[config.mk]
export PLATFORM = sky130hd
export DESIGN_NAME = sd_cmd_seq
export DESIGN_NICKNAME = d
export VERILOG_FILES = /design/src/rtl/sd_cmd_seq.sv
export SDC_FILE = /design/constraint.sdc
export NUM_CORES = 1
export LEC_CHECK = 0
export BUFFER_PORTS_ARGS = -buffer_cell sky130_fd_sc_hd__buf_2
export CORE_MARGIN = 5
export CORE_UTILIZATION = 40
export CTS_CLUSTER_SIZE = 16
export DETAILED_ROUTE_END_ITERATION = 8
export PLACE_DENSITY = 0.66
export SETUP_SLACK_MARGIN = 0.15
export SLEW_MARGIN = 15
export SYNTH_ARGS = -nofsm -noshare
export SYNTH_HDL_FRONTEND = slang
export SYNTH_SLANG_ARGS = --single-unit
export TNS_END_PERCENT = 30
[constraint.sdc]
create_clock -name clk -period 4.1 [get_ports clk]
set_input_delay 0.41 -clock clk [delete_from_list [all_inputs] [get_ports clk]]
set_output_delay 0.41 -clock clk [all_outputs]
set_load 0.01 [all_outputs]
[src/rtl/sd_cmd_seq.sv]
// SD-card SPI-mode command sequencer: drives a byte-level SPI engine through
// clock select, CS low, command frame, R1 polling and the trailing release byte.
package sd_cmd_seq_pkg;
    typedef enum logic [2:0] {
        spiNOP  = 3'd0,
        spiSLOW = 3'd1,
        spiFAST = 3'd2,
        spiCSL  = 3'd3,
        spiCSH  = 3'd4,
        spiTR   = 3'd5
    } spiOP_t;
endpackage

module sd_cmd_seq
    import sd_cmd_seq_pkg::*;
#(
    parameter int unsigned RespPolls = 8
) (
    input  logic         clk,
    input  logic         rst,
    input  logic         cmdSTART,
    input  logic [5:0]   cmdIDX,
    input  logic [31:0]  cmdARG,
    input  logic [6:0]   cmdCRC,
    input  logic         cmdFAST,
    input  logic         holdCS,
    output logic         cmdBUSY,
    output logic         cmdDONE,
    output logic [7:0]   cmdR1,
    output logic         cmdTIMEOUT,
    output spiOP_t       spiOP,
    output logic [7:0]   spiTXD,
    input  logic [7:0]   spiRXD,
    input  logic         spiDONE
);

    typedef enum logic [2:0] {
        sIDLE, sCLK, sCSL, sXFR, sWAIT, sCSH, sFIN
    } state_t;

    typedef enum logic [1:0] {
        phPRE, phCMD, phRSP, phTAIL
    } phase_t;

    localparam logic [7:0] POLL_MAX = 8'(RespPolls);

    state_t      r_state;
    state_t      w_next_state;
    phase_t      r_phase;
    logic [2:0]  r_byte_cnt;
    logic [7:0]  r_poll_cnt;
    logic [7:0]  r_r1;
    logic        r_tmo;

    logic [5:0]  r_idx;
    logic [31:0] r_arg;
    logic [6:0]  r_crc;
    logic        r_fast;
    logic        r_hold;

    logic        w_accept;
    logic        w_xfer_end;
    logic        w_rsp_hit;
    logic [7:0]  w_poll_next;
    logic        w_poll_last;
    logic [7:0]  w_cmd_byte;

    assign w_accept    = (r_state == sIDLE) && cmdSTART;
    assign w_xfer_end  = (r_state == sWAIT) && spiDONE;
    assign w_rsp_hit   = !spiRXD[7];
    // Saturate so the poll counter can never wrap back to zero.
    assign w_poll_next = (r_poll_cnt == 8'hFF) ? 8'hFF : r_poll_cnt + 8'd1;
    assign w_poll_last = (w_poll_next >= POLL_MAX);

    always_comb begin
        w_cmd_byte = 8'hFF;
        case (r_byte_cnt)
            3'd0:    w_cmd_byte = {2'b01, r_idx};
            3'd1:    w_cmd_byte = r_arg[31:24];
            3'd2:    w_cmd_byte = r_arg[23:16];
            3'd3:    w_cmd_byte = r_arg[15:8];
            3'd4:    w_cmd_byte = r_arg[7:0];
            3'd5:    w_cmd_byte = {r_crc, 1'b1};
            default: w_cmd_byte = 8'hFF;
        endcase
    end

    always_ff @(posedge clk or negedge rst) begin
        if (!rst) begin
            r_state <= sIDLE;
        end else begin
            r_state <= w_next_state;
        end
    end

    always_comb begin
        w_next_state = r_state;
        spiOP        = spiNOP;
        spiTXD       = 8'hFF;
        cmdDONE      = 1'b0;
        cmdBUSY      = (r_state != sIDLE);
        case (r_state)
            sIDLE: begin
                if (cmdSTART) w_next_state = sCLK;
            end
            sCLK: begin
                spiOP        = r_fast ? spiFAST : spiSLOW;
                w_next_state = sCSL;
            end
            sCSL: begin
                spiOP        = spiCSL;
                w_next_state = sXFR;
            end
            sXFR: begin
                spiOP        = spiTR;
                spiTXD       = (r_phase == phCMD) ? w_cmd_byte : 8'hFF;
                w_next_state = sWAIT;
            end
            sWAIT: begin
                if (spiDONE) begin
                    case (r_phase)
                        phPRE, phCMD: w_next_state = sXFR;
                        phRSP: begin
                            // A valid R1 with holdCS keeps the card selected for the data phase.
                            if (w_rsp_hit)        w_next_state = r_hold ? sFIN : sCSH;
                            else if (w_poll_last) w_next_state = sCSH;
                            else                  w_next_state = sXFR;
                        end
                        default:      w_next_state = sFIN;
                    endcase
                end
            end
            sCSH: begin
                spiOP        = spiCSH;
                w_next_state = sXFR;
            end
            sFIN: begin
                cmdDONE      = 1'b1;
                w_next_state = sIDLE;
            end
            default: w_next_state = sIDLE;
        endcase
    end

    always_ff @(posedge clk or negedge rst) begin
        if (!rst) begin
            r_phase    <= phPRE;
            r_byte_cnt <= 3'd0;
            r_poll_cnt <= 8'd0;
            r_r1       <= 8'hFF;
            r_tmo      <= 1'b0;
        end else if (w_accept) begin
            r_phase    <= phPRE;
            r_byte_cnt <= 3'd0;
            r_poll_cnt <= 8'd0;
            r_r1       <= 8'hFF;
            r_tmo      <= 1'b0;
        end else if (w_xfer_end) begin
            case (r_phase)
                phPRE: begin
                    r_phase    <= phCMD;
                    r_byte_cnt <= 3'd0;
                end
                phCMD: begin
                    if (r_byte_cnt == 3'd5) r_phase <= phRSP;
                    else                    r_byte_cnt <= r_byte_cnt + 3'd1;
                end
                phRSP: begin
                    if (w_rsp_hit) begin
                        r_r1 <= spiRXD;
                    end else begin
                        r_poll_cnt <= w_poll_next;
                        if (w_poll_last) begin
                            r_r1  <= 8'hFF;
                            r_tmo <= 1'b1;
                        end
                    end
                end
                default: ;
            endcase
        end else if (r_state == sCSH) begin
            r_phase <= phTAIL;
        end
    end

    // Command fields are pure data: loaded on accept, never reset.
    always_ff @(posedge clk) begin
        if (w_accept) begin
            r_idx  <= cmdIDX;
            r_arg  <= cmdARG;
            r_crc  <= cmdCRC;
            r_fast <= cmdFAST;
            r_hold <= holdCS;
        end
    end

    assign cmdR1      = r_r1;
    assign cmdTIMEOUT = r_tmo;

endmodule

==> results_dict.tcl <==
set metrics [dict create \
    timing.max_slew.rel_slack_pct 45.4 \
    syn_area_um2 3350 \
    synth-compound-area-share_pct 16.1 \
    layout-area-overhead-vs-synth_pct 19.2 \
    dp_hpwl_um 5290 \
    max-vdd-ir-drop_uv 315 \
    setup_tns_ns 0 \
    post-route-cell-area_um2 4000 \
    comb_power_share_pct 27.1 \
    tritoncts "done" \
    synth-seq-area-share_pct 61.0 \
    timing.hold.worst.class "input port to async pin" \
    result_of_the_run "complete, no violations" \
    power_frac_seq_pct 48.4 \
    worst_clock_skew_ns 0.00686 \
    syn-instance-count 263 \
    port-buffer-count 80 \
    finalNetCount 404 \
    synth_xor_xnor_area_share_pct 0.261 \
    drive_above_1_share_pct 34.3 \
    instances_no_fill 449 \
    grtUsageTotal_pct 15.3 \
    finalCritPeriodShare_pct 69.3 \
    crit_required_ns 3.69 \
    ctsHoldBuffers 0 \
    synth_mux_area_share_pct 2.61 \
    synth-main-ff-cell "sky130_fd_sc_hd__edfxtp_1" \
    power.density_cell_area_nw_per_um2 566 \
    cts-buffers-inserted 9 \
    timing_worst_setup_path_type "flop to output port" \
    number_of_antenna_violations_at_the_first_check_in_global_routing 0 \
    die-area_um2 10300 \
    switching_share_pct 33.2 \
    timing.critical_path.from_type "flop" \
    grt_setup_unrepaired "false" \
    wirelength_um 7580 \
    combinational_family_with_the_most_area_after_synthesis "compound AO/OA/AOI/OAI gates" \
    post_synth_fa_ha_maj_area_fraction_pct 2.24 \
    clockRootBuffer "sky130_fd_sc_hd__clkbuf_8" \
    ctsResizeCount 0 \
    floorplan.initialDensity_pct 41.0 \
    place_area_um2 3800 \
    timing.final.max_slew_violations 0 \
    cts_num_sinks 72 \
    drc_errors 0 \
    leak_nw 1.57 \
    multi_input_comb_area_um2 1180 \
    final.min_clock_period_ns 2.84 \
    synthesis.area_per_instance_um2 12.7 \
    setup_viol 0 \
    share_of_flip_flops_with_an_asynchronous_set_or_reset_after_synthesis_pct 34.7 \
    grt_start_max_net_pins 66 \
    globalRoute.totalOverflow 0 \
    yosys_register_bits 72 \
    critical_path.reg2reg.startpoint "r_state[2]" \
    layout_commonest_cell "sky130_fd_sc_hd__buf_2" \
    netlist-cell-type-count 57 \
    htree_levels 3 \
    nFillCells 740 \
    vias 2424 \
    gp_congestion 0.880 \
    cp_max_fo 21 \
    drt-wirelength-per-cell_um 16.9 \
    fmax_mhz 352 \
    drt_iter0_markers 151 \
    register_area_um2 2050 \
    clock_tree.buffer_depth 2 \
    synthesis.nets 328 \
    ios 81 \
    die_height_um 102 \
    max_cap_viol 0 \
    clkPwrFrac_pct 24.5 \
    cts.clk_slew.worst_paths_ns 0.08 \
    floorplan.rows 33 \
    die_w_um 102 \
    worst-slew-pin-transition_ns 0.818 \
    post-cts-setup-buffers 0 \
    dp_cells 433 \
    internal-power_mw 1.51 \
    worst_ep_arrival_time_ns 2.43 \
    design.core.area_um2 8180 \
    synth-simple-area-share_pct 14.0 \
    final_hold_violation_count 0 \
    yosysWarningCount 0 \
    worstSkewPairLatency_ns 0.34 \
    antenna_cells 0 \
    setup.worst_path.end_class "output port" \
    vias_in_the_first_global_route 2455 \
    route.antenna.remaining_nets 0 \
    vias_per_cell 5.40 \
    synth_edf_count 47 \
    drt_pass1_iterations 4 \
    grt_pass1_wl_um 12200 \
    mostFrequentLayoutCells "sky130_fd_sc_hd__buf_2 (80), sky130_fd_sc_hd__edfxtp_1 (47), sky130_fd_sc_hd__nand2_1 (17), sky130_fd_sc_hd__dfrtp_1 (17)" \
    crit_start "r_byte_cnt[2]" \
    power_switching_mw 0.751 \
]
registers in the layout (all words and copies together) (netlist names), 2 cells and up:
signal / flops
r_poll_cnt: 8
cmdR1: 8
r_byte_cnt: 3
r_state: 3
r_crc: 7
r_phase: 2
r_idx: 6
r_arg: 32
routing by layer:
layer  vias up  GRT usage [%]  routed length, um
met5         -              0                  0
met4         0           3.99                 78
met3         8           4.89                552
met2        75           24.8               3750
met1      1163           20.0               3200
li1       1178              -                  -
cells by family (layout without fill, tap and decap cells):
| kind of cell | after synthesis | count (layout) |
|---|---|---|
| AND/OR/NAND/NOR | 80 | 80 |
| multiplexers | 8 | 8 |
| buffers and inverters | 25 | 106 |
| adder cells (fa/ha/maj) | 6 | 6 |
| AO/OA/AOI/OAI | 71 | 71 |
| XOR/XNOR | 1 | 1 |
| flip-flops | 72 | 72 |
path summary, 6_finish.rpt:
check | cells after the start | slack, ns | endpoint
setup / recovery | 5 | 1.26 | spiTXD[3]
hold / removal | 1 | 0.06 | cmdTIMEOUT
setup reg to reg | 5 | 1.73 | r_phase[0]
hold reg to reg | 2 | 0.53 | cmdR1[2]
max in group asynchronous | 1 | 3.66 | cmdR1[1]
min in group clk | 1 | 0.24 | r_arg[23]
metrics by stage:
step	hold slack, ns	utilization [%]	worst slack (ns)	power [mW]
final	0.0616	48.9	1.26	2.26
after global routing	0.0870	48.9	1.07	2.41
after CTS	0.0725	48.9	1.21	2.29
after detailed placement	0.448	46.5	1.58	1.73
after global placement	0.435	46.5	1.67	1.72
after floorplan	0.114	-	2.02	1.54
area by class of cell:
type                            count  area share [%]
Clock buffer                       10            3.19
Clock inverter                      6            1.72
Inverter                           10            1.06
Multi-Input combinational cell    166            29.5
Sequential cell                    72            51.2
Tap cell                          105            3.29
Timing Repair Buffer               80            10.0
synthesized netlist by cell type, types with 2 or more instances:
cell type | instances | share of area, %
sky130_fd_sc_hd__a21boi_0 | 2 | 0.45
sky130_fd_sc_hd__a21oi_1 | 16 | 2.4
sky130_fd_sc_hd__a222oi_1 | 7 | 2.1
sky130_fd_sc_hd__a22o_1 | 3 | 0.78
sky130_fd_sc_hd__a22oi_1 | 4 | 0.90
sky130_fd_sc_hd__a311oi_1 | 3 | 0.78
sky130_fd_sc_hd__a31oi_1 | 3 | 0.56
sky130_fd_sc_hd__a41oi_1 | 2 | 0.52
sky130_fd_sc_hd__and2_1 | 2 | 0.37
sky130_fd_sc_hd__and3_1 | 6 | 1.1
sky130_fd_sc_hd__buf_2 | 6 | 0.90
sky130_fd_sc_hd__buf_4 | 3 | 0.67
sky130_fd_sc_hd__clkbuf_1 | 4 | 0.45
sky130_fd_sc_hd__dfrtp_1 | 17 | 13
sky130_fd_sc_hd__dfstp_2 | 8 | 6.3
sky130_fd_sc_hd__edfxtp_1 | 47 | 42
sky130_fd_sc_hd__ha_1 | 6 | 2.2
sky130_fd_sc_hd__inv_1 | 9 | 1.0
sky130_fd_sc_hd__mux2_2 | 6 | 2.0
sky130_fd_sc_hd__mux2i_1 | 2 | 0.60
sky130_fd_sc_hd__nand2_1 | 17 | 1.9
sky130_fd_sc_hd__nand2b_1 | 3 | 0.56
sky130_fd_sc_hd__nand3_1 | 11 | 1.6
sky130_fd_sc_hd__nand3b_1 | 2 | 0.45
sky130_fd_sc_hd__nand4_1 | 2 | 0.37
sky130_fd_sc_hd__nor2_1 | 16 | 1.8
sky130_fd_sc_hd__nor2b_1 | 5 | 0.93
sky130_fd_sc_hd__nor3_1 | 6 | 0.90
sky130_fd_sc_hd__o211ai_1 | 2 | 0.45
sky130_fd_sc_hd__o21ai_0 | 7 | 1.0
sky130_fd_sc_hd__o22ai_1 | 6 | 1.1
sky130_fd_sc_hd__o31ai_1 | 3 | 0.67
sky130_fd_sc_hd__or3_1 | 2 | 0.37
sky130_fd_sc_hd__or4b_1 | 2 | 0.60
worst max-delay path: stages (launching register included):
cell and delay, ns:
sky130_fd_sc_hd__dfrtp_1 0.88, sky130_fd_sc_hd__inv_1 0.14, sky130_fd_sc_hd__ha_1 0.38, sky130_fd_sc_hd__a222oi_1 0.42, sky130_fd_sc_hd__nand3_1 0.11, sky130_fd_sc_hd__buf_2 0.17
power by group through the flow:
stage               Sequential, mW  Combinational [mW]  Clock [mW]
floorplan                     1.06               0.474           0
global placement              1.10               0.615           0
finish                        1.10               0.612       0.554
detailed placement            1.11               0.624           0
CTS                           1.10               0.625       0.573
global route                  1.12               0.685       0.607
(Power assumes the default switching activity.)
